$ cat src/rtl/tape_transport_ctrl.sv
// tape_transport_ctrl: debounced rec/play/stop buttons drive IDLE/RECORD/PLAY.
// Ports: clk, reset, btn_*, mic_in in; tick, strobes, sample_idx, end_ptr, state, LEDs out.
module tape_transport_ctrl #(
  parameter int CLK_FREQ        = 3375000,
  parameter int SAMPLE_RATE     = 8000,
  parameter int ADDR_W          = 13,
  parameter int DEBOUNCE_CYCLES = 67500,
  parameter int SILENCE_TICKS   = 16000
) (
  input  logic              clk,
  input  logic              reset,
  input  logic              btn_rec,
  input  logic              btn_play,
  input  logic              btn_stop,
  input  logic              mic_in,
  output logic              sample_tick,
  output logic              wr_stb,
  output logic              rd_stb,
  output logic [ADDR_W+2:0] sample_idx,
  output logic              rec_done,
  output logic [ADDR_W+3:0] end_ptr,
  output logic [1:0]        state,
  output logic              rec_led,
  output logic              play_led
);

  localparam int DIVIDER = CLK_FREQ / SAMPLE_RATE;
  localparam int DW = $clog2(DIVIDER);
  localparam int CW = $clog2(DEBOUNCE_CYCLES + 1);
  localparam int SW = $clog2(SILENCE_TICKS + 1);
  localparam int IW = ADDR_W + 3;
  localparam int EW = ADDR_W + 4;

  localparam logic [DW-1:0] DIV_LAST = DW'(DIVIDER - 1);
  localparam logic [CW-1:0] DB_LAST  = CW'(DEBOUNCE_CYCLES - 1);
  localparam logic [SW-1:0] SIL_MAX  = SW'(SILENCE_TICKS);

  localparam logic [1:0] S_IDLE = 2'd0;
  localparam logic [1:0] S_REC  = 2'd1;
  localparam logic [1:0] S_PLAY = 2'd2;

  // bit 0 = rec, bit 1 = play, bit 2 = stop
  logic [2:0]    r_btn_s1;
  logic [2:0]    r_btn_s2;
  logic [2:0]    r_deb;
  logic [2:0]    r_deb_q;
  logic [CW-1:0] r_cnt [3];

  logic          r_mic_s1;
  logic          r_mic_s2;
  logic          r_mic_q;

  logic [1:0]    r_state;
  logic [DW-1:0] r_div;
  logic [SW-1:0] r_sil;
  logic [IW-1:0] r_idx;
  logic [EW-1:0] r_end;
  logic          r_tick;
  logic          r_wr;
  logic          r_rd;
  logic          r_rec_done;
  logic          r_rec_led;
  logic          r_play_led;

  logic [2:0]    w_press;
  logic          w_rec_p;
  logic          w_play_p;
  logic          w_stop_p;
  logic          w_mic_edge;
  logic          w_div_wrap;
  logic [SW-1:0] w_sil_next;
  logic          w_play_last;
  logic [1:0]    w_next;
  logic          w_enter;
  logic          w_run;

  assign w_press    = r_deb & ~r_deb_q;
  assign w_rec_p    = w_press[0];
  assign w_play_p   = w_press[1];
  assign w_stop_p   = w_press[2];
  assign w_mic_edge = r_mic_s2 ^ r_mic_q;
  assign w_div_wrap = (r_div == DIV_LAST);

  // a mic edge wins over a tick landing in the same cycle
  always_comb begin
    w_sil_next = r_sil;
    if (w_mic_edge) w_sil_next = '0;
    else if (r_wr)  w_sil_next = r_sil + SW'(1);
  end

  // end_ptr is nonzero whenever PLAY is entered
  assign w_play_last = r_rd && ({1'b0, r_idx} == (r_end - EW'(1)));

  always_comb begin
    w_next = r_state;
    unique case (r_state)
      S_IDLE: begin
        if (w_stop_p)                 w_next = S_IDLE;
        else if (w_rec_p)             w_next = S_REC;
        else if (w_play_p && r_end != '0)
                                      w_next = S_PLAY;
      end
      S_REC: begin
        if (w_stop_p || w_rec_p ||
            (w_sil_next == SIL_MAX) ||
            (r_wr && (&r_idx)))
          w_next = S_IDLE;
      end
      S_PLAY: begin
        if (w_stop_p || w_play_p || w_play_last)
          w_next = S_IDLE;
      end
      default: w_next = S_IDLE;
    endcase
  end

  assign w_enter = (r_state == S_IDLE) && (w_next != S_IDLE);
  assign w_run   = (r_state != S_IDLE) && (w_next != S_IDLE);

  always_ff @(posedge clk) begin
    if (reset) begin
      r_btn_s1   <= '0;
      r_btn_s2   <= '0;
      r_deb      <= '0;
      r_deb_q    <= '0;
      for (int i = 0; i < 3; i++) r_cnt[i] <= '0;
      r_mic_s1   <= 1'b0;
      r_mic_s2   <= 1'b0;
      r_mic_q    <= 1'b0;
      r_state    <= S_IDLE;
      r_div      <= '0;
      r_sil      <= '0;
      r_idx      <= '0;
      r_end      <= '0;
      r_tick     <= 1'b0;
      r_wr       <= 1'b0;
      r_rd       <= 1'b0;
      r_rec_done <= 1'b0;
      r_rec_led  <= 1'b1;
      r_play_led <= 1'b1;
    end else begin
      r_btn_s1 <= {btn_stop, btn_play, btn_rec};
      r_btn_s2 <= r_btn_s1;
      for (int i = 0; i < 3; i++) begin
        if (r_btn_s2[i] != r_deb[i]) begin
          if (r_cnt[i] == DB_LAST) begin
            r_deb[i] <= r_btn_s2[i];
            r_cnt[i] <= '0;
          end else begin
            r_cnt[i] <= r_cnt[i] + CW'(1);
          end
        end else begin
          r_cnt[i] <= '0;
        end
      end
      r_deb_q <= r_deb;

      r_mic_s1 <= mic_in;
      r_mic_s2 <= r_mic_s1;
      r_mic_q  <= r_mic_s2;

      r_state    <= w_next;
      r_rec_led  <= (w_next != S_REC);
      r_play_led <= (w_next != S_PLAY);
      r_rec_done <= (r_state == S_REC) && (w_next == S_IDLE);

      if (w_run) begin
        r_div  <= w_div_wrap ? '0 : r_div + DW'(1);
        r_tick <= w_div_wrap;
        r_wr   <= w_div_wrap && (r_state == S_REC);
        r_rd   <= w_div_wrap && (r_state == S_PLAY);
        r_sil  <= (r_state == S_REC) ? w_sil_next : '0;
        if (r_tick) r_idx <= r_idx + IW'(1);
      end else begin
        r_div  <= '0;
        r_tick <= 1'b0;
        r_wr   <= 1'b0;
        r_rd   <= 1'b0;
        r_sil  <= '0;
        if (w_enter) r_idx <= '0;
      end

      // a strobe in the exit cycle is still counted
      if ((r_state == S_REC) && (w_next == S_IDLE))
        r_end <= {1'b0, r_idx} + EW'(r_wr);
    end
  end

  assign sample_tick = r_tick;
  assign wr_stb      = r_wr;
  assign rd_stb      = r_rd;
  assign sample_idx  = r_idx;
  assign rec_done    = r_rec_done;
  assign end_ptr     = r_end;
  assign state       = r_state;
  assign rec_led     = r_rec_led;
  assign play_led    = r_play_led;

endmodule

$ cat config.mk
export PLATFORM = sky130hd
export DESIGN_NAME = tape_transport_ctrl
export DESIGN_NICKNAME = d
export VERILOG_FILES = /design/src/rtl/tape_transport_ctrl.sv
export SDC_FILE = /design/constraint.sdc
export NUM_CORES = 1
export LEC_CHECK = 0
export CORE_MARGIN = 1
export CORE_UTILIZATION = 55
export CTS_BUF_LIST = sky130_fd_sc_hd__clkbuf_4
export CTS_CLUSTER_DIAMETER = 150
export DETAILED_ROUTE_END_ITERATION = 8
export PLACE_DENSITY = 0.82
export SETUP_SLACK_MARGIN = 0.02
export SKIP_CTS_REPAIR_TIMING = 1
export SYNTH_ARGS = -nofsm -noshare
export SYNTH_HDL_FRONTEND = slang
export SYNTH_SLANG_ARGS = --single-unit
$ cat constraint.sdc
create_clock -name clk -period 2.8 [get_ports clk]
set_input_delay 0.56 -clock clk [delete_from_list [all_inputs] [get_ports clk]]
set_output_delay 0.56 -clock clk [all_outputs]
set_load 0.01 [all_outputs]
==> results.sh, run 1 <==
export IMPL_r2r_start="end_ptr[7]"
export IMPL_timing_final_crit_share=1.03
export IMPL_final_setup_worst_slack_ns=-0.0820
export IMPL_core_area_um2=12700
export IMPL_die_area_um2=13600
export IMPL_reg2reg_setup_slack_ns=-0.08
export IMPL_number_of_failing_setup_endpoints_in_the_final_timing_report=32
export IMPL_place_detailed_hpwl_um=12200
export IMPL_synth_mux_area_frac=0.0292
export IMPL_row_count=41
export IMPL_power_switching_uw=786
export IMPL_worstPathRequired_ns=3.26
export IMPL_dieWidth_um=116
export IMPL_total_leakage_power_uw=0.00335
export IMPL_worst_ir_drop_vdd_uv=301
export IMPL_clkLatencyLatePin_ns=0.57
export IMPL_grt_first_pass_wirelength_um=26700
export IMPL_r2r_worst_path_cells=9
export IMPL_post_route_insts_no_fill=1132
export IMPL_crit_slowest_cell="sky130_fd_sc_hd__or3_1"
export IMPL_status="finished, violations left"
export IMPL_synth_distinct_cells=73
export IMPL_internal_power_uw=2590
export IMPL_violations_in_the_final_reports="setup timing"
export IMPL_p_per_area_nw_per_um2=368
export IMPL_place_detailed_instances=1080
export IMPL_route_detailed_wl_per_inst_um=16.4
export IMPL_critical_path_peak_fanout=9
export IMPL_critical_path_cell_chain="or3_1 > nor4_4 > o21ai_1 > a222oi_1 > nand4_1 > o21a_4 > o211ai_4 > buf_4 > nor2_1"
export IMPL_cts_buffer_depth=2
export IMPL_report_final_slew_viol_count=0
export IMPL_critical_path_endpoint_category="flop"
export IMPL_grt_max_degree=31
export IMPL_grt_pass1_vias=5737
export IMPL_timing_hold_worst_class="input pin to flop"
export IMPL_yosys_area_share_simple=0.262
export IMPL_grt_usage=0.257
export IMPL_ys_dominant_reg_cell="sky130_fd_sc_hd__dfxtp_1"
export IMPL_syn2layout_area_growth_pct=27.2
export IMPL_grt_setup_unrepaired="true"
export IMPL_number_of_antenna_violations_at_the_first_check_in_global_routing=1
export IMPL_clock_tree_root_cell="sky130_fd_sc_hd__clkbuf_4"
export IMPL_tns_ns=-1.39
export IMPL_startpoint_type="flop"
export IMPL_antenna_left=0
export IMPL_gr_total_overflow=0
export IMPL_ffs_latches_synth=130
export IMPL_adder_cell_fraction_of_synth_area=0.0174
export IMPL_area_fraction_in_compound_gates_after_synthesis=0.113
export IMPL_worstHoldEndpoint="r_btn_s1[2]"
export IMPL_cts_sinks=130
export IMPL_synth_warning_count=0
export IMPL_io_buffer_count=46
export IMPL_power_frac_clock=0.366
export IMPL_synth_top_family_by_area="simple AND/OR/NAND/NOR gates"
export IMPL_synthesis_area_per_instance_um2=9.18
export IMPL_worst_clock_skew_ns=0.0190
export IMPL_timing_worst_slew_pin_value_ns=0.606
export IMPL_critical_path_arrival_ns=3.34
export IMPL_fmax_ghz=0.347
export IMPL_cts_inserted_buffers=17
export IMPL_timing_final_crit_period_ns=2.88
export IMPL_tritoncts_clock_tree="yes"
export IMPL_clock_tree_htree_level_count=4
export IMPL_num_nets_final=962
export IMPL_dr_pass1_iters=5
export IMPL_path_class="flop to flop"
export IMPL_drt_drc_violations_left=0
export IMPL_p_total_uw=3370
export IMPL_hold_violations=0
export IMPL_postSynthCellCount=785
export IMPL_drtIter0Drc=667
export IMPL_clkTransAtPathRegs_ns=0.12
export IMPL_path_buf_inv=1
export IMPL_cpPeakStageDelay_ns=0.49
export IMPL_synth_xor_area_frac=0.108
export IMPL_wl_final_um=18600
export IMPL_avgViaCountPerCell=5.72
export IMPL_ys_seq_area_frac=0.432
export IMPL_synth_edff_count=51
export IMPL_holdCritStartpoint="reset"
export IMPL_post_synth_instance_area_um2=7210
export IMPL_drv_cap=0
export IMPL_finalWeightedCongestion=0.979
export IMPL_initial_cell_density_of_the_core=0.567
export IMPL_power_switching_share=0.233
export IMPL_io_pin_count=47
export IMPL_max_slew_margin_rel=0.593
export IMPL_combPwrFrac=0.031
export IMPL_min_delay_path_depth=2
export IMPL_chipHeight_um=116
export IMPL_sequentialPowerShare=0.603
export IMPL_path_delay_family="simple AND/OR/NAND/NOR gates"
export IMPL_critical_path_reg2reg_endpoint="r_sil[8]"
export IMPL_via_count=6474
export IMPL_layout_drive_gt1_share=0.195
export IMPL_post_synth_arst_share=0
## routing by layer
layer  global-route usage  vias to the layer above  share of wire
li1                     -                     3062              -
met1                0.335                     3047           0.41
met2                0.413                      289           0.47
met3               0.0638                       76          0.085
met4                0.100                        0          0.036
met5                    0                        -              0
## power groups by stage
stage / logic (uW) / clock network (uW) / registers (uW)
global placement: 98.6 / 0 / 2080
finish: 105 / 1230 / 2030
global route: 119 / 1350 / 2040
floorplan: 80.6 / 0 / 2070
CTS: 102 / 1260 / 2030
detailed placement: 101 / 0 / 2080
## cells in the final DEF, fill, tap and decap left out, types with 7 or more instances in the layout
| cell | Yosys | routed |
|---|---|---|
| sky130_fd_sc_hd__xor2_1 | 55 | 55 |
| sky130_fd_sc_hd__nand2b_1 | 17 | 17 |
| sky130_fd_sc_hd__conb_1 | 1 | 51 |
| sky130_fd_sc_hd__clkbuf_4 | 0 | 20 |
| sky130_fd_sc_hd__nor4_1 | 10 | 8 |
| sky130_fd_sc_hd__inv_1 | 20 | 20 |
| sky130_fd_sc_hd__nor3_1 | 17 | 17 |
| sky130_fd_sc_hd__nor2_1 | 119 | 114 |
| sky130_fd_sc_hd__and3_1 | 18 | 18 |
| sky130_fd_sc_hd__or3_1 | 14 | 14 |
| sky130_fd_sc_hd__o21ai_0 | 17 | 13 |
| sky130_fd_sc_hd__edfxtp_1 | 51 | 51 |
| sky130_fd_sc_hd__or2_2 | 7 | 7 |
| sky130_fd_sc_hd__a21oi_4 | 0 | 10 |
| sky130_fd_sc_hd__nand3_1 | 34 | 33 |
| sky130_fd_sc_hd__dfxtp_1 | 79 | 71 |
| sky130_fd_sc_hd__a21oi_1 | 23 | 12 |
| sky130_fd_sc_hd__clkdlybuf4s50_1 | 0 | 45 |
| sky130_fd_sc_hd__buf_4 | 1 | 75 |
| sky130_fd_sc_hd__mux2i_1 | 21 | 20 |
| sky130_fd_sc_hd__xnor2_1 | 34 | 34 |
| sky130_fd_sc_hd__dfxtp_2 | 0 | 7 |
| sky130_fd_sc_hd__ha_1 | 10 | 10 |
| sky130_fd_sc_hd__nand4_1 | 21 | 21 |
| sky130_fd_sc_hd__a211oi_2 | 13 | 14 |
| sky130_fd_sc_hd__nand2_1 | 60 | 60 |
| sky130_fd_sc_hd__nor2b_1 | 21 | 20 |
## worst reg2reg max path: cells and delay by family (launching register included)
| kind | cells | cell delay (ns) |
|---|---|---|
| compound gates | 4 | 1.05 |
| buf+inv | 1 | 0.18 |
| flops | 1 | 0.45 |
| simple gates | 4 | 1.08 |
## synthesized netlist by cell type (3+ instances only)
cell type | instances | area share
sky130_fd_sc_hd__dfxtp_1 | 79 | 0.22
sky130_fd_sc_hd__nand4_1 | 21 | 0.018
sky130_fd_sc_hd__a211oi_2 | 13 | 0.023
sky130_fd_sc_hd__mux2i_1 | 21 | 0.029
sky130_fd_sc_hd__and3_1 | 18 | 0.016
sky130_fd_sc_hd__or3_1 | 14 | 0.012
sky130_fd_sc_hd__o211ai_1 | 5 | 0.0052
sky130_fd_sc_hd__nor3b_1 | 3 | 0.0031
sky130_fd_sc_hd__or4_1 | 3 | 0.0031
sky130_fd_sc_hd__and4_1 | 3 | 0.0036
sky130_fd_sc_hd__xor2_1 | 55 | 0.067
sky130_fd_sc_hd__nor2_1 | 119 | 0.062
sky130_fd_sc_hd__edfxtp_1 | 51 | 0.21
sky130_fd_sc_hd__o2bb2ai_1 | 5 | 0.0061
sky130_fd_sc_hd__a31oi_1 | 6 | 0.0052
sky130_fd_sc_hd__a21oi_1 | 23 | 0.016
sky130_fd_sc_hd__or2_2 | 7 | 0.0061
sky130_fd_sc_hd__and2_1 | 3 | 0.0026
sky130_fd_sc_hd__nand2_1 | 60 | 0.031
sky130_fd_sc_hd__nand3_1 | 34 | 0.024
sky130_fd_sc_hd__xnor2_1 | 34 | 0.041
sky130_fd_sc_hd__ha_1 | 10 | 0.017
sky130_fd_sc_hd__buf_2 | 11 | 0.0076
sky130_fd_sc_hd__nand4b_1 | 3 | 0.0036
sky130_fd_sc_hd__nor4_1 | 10 | 0.0087
sky130_fd_sc_hd__nor2b_1 | 21 | 0.018
sky130_fd_sc_hd__o21ai_0 | 17 | 0.012
sky130_fd_sc_hd__o31ai_1 | 3 | 0.0031
sky130_fd_sc_hd__nand2b_1 | 17 | 0.015
sky130_fd_sc_hd__nor3_1 | 17 | 0.012
sky130_fd_sc_hd__buf_6 | 4 | 0.0062
sky130_fd_sc_hd__o211ai_2 | 3 | 0.0052
sky130_fd_sc_hd__inv_1 | 20 | 0.010
sky130_fd_sc_hd__clkbuf_1 | 24 | 0.012
## per-stage QoR
step	hold slack [ns]	setup WS, ns	area [um^2]	util
2_1_floorplan	0.414	0.0274	7410	-
6_report	0.361	-0.0820	9170	0.721
5_1_grt	0.356	-0.135	9170	0.721
3_5_place_dp	0.429	-0.0415	8410	0.661
3_3_place_gp	0.418	0.0138	8410	0.661
4_1_cts	0.328	-0.0977	8680	0.682
## sequential cells by signal, indices dropped and copies added (netlist names), 2 cells and up
name        flops
end_ptr        17
r_btn_s2        3
r_deb_q         3
r_btn_s1        3
r_deb           3
state           2
r_cnt          51
r_div           9
sample_idx     16
r_sil          14
## cell families (layout without fill, tap and decap cells)
logic type,Yosys count,in the layout
buf+inv,61,185
xor+xnor,89,89
mux,21,21
simple gates,368,368
flops,130,130
compound gates,105,105
other cells,1,52
fa+ha+maj,10,10
## final cells by class
class	count	area, um^2
Fill cell	962	3550
Sequential cell	130	3130
Clock buffer	20	150
Antenna cell	1	2.50
Clock inverter	12	116
Inverter	20	75.1
Multi-Input combinational cell	644	4260
Timing Repair Buffer	133	1220
Tap cell	172	215
## how the worst max path moves through the flow
stage / from / end / slack, ns / cells past startpoint
global route: end_ptr[0] / sample_idx[15] / -0.13 / 13
finish: end_ptr[7] / r_sil[8] / -0.08 / 9
floorplan: wr_stb / end_ptr[14] / 0.03 / 10
CTS: end_ptr[0] / sample_idx[6] / -0.1 / 12
detailed placement: end_ptr[6] / r_sil[6] / -0.04 / 9
global placement: end_ptr[0] / sample_idx[6] / 0.01 / 12
Power figures use the tool's default switching activity.
==> run 2, diff against run 1 <==
--- a/config.mk
+++ b/config.mk
@@ -5,6 +5,7 @@
 export SDC_FILE = /design/constraint.sdc
 export NUM_CORES = 1
 export LEC_CHECK = 0
+export CAP_MARGIN = 5
 export CORE_MARGIN = 1
 export CORE_UTILIZATION = 55
 export CTS_BUF_LIST = sky130_fd_sc_hd__clkbuf_4
==> results of run 2 <==
The final DEF is identical to that of run 1; final timing and power are the same.
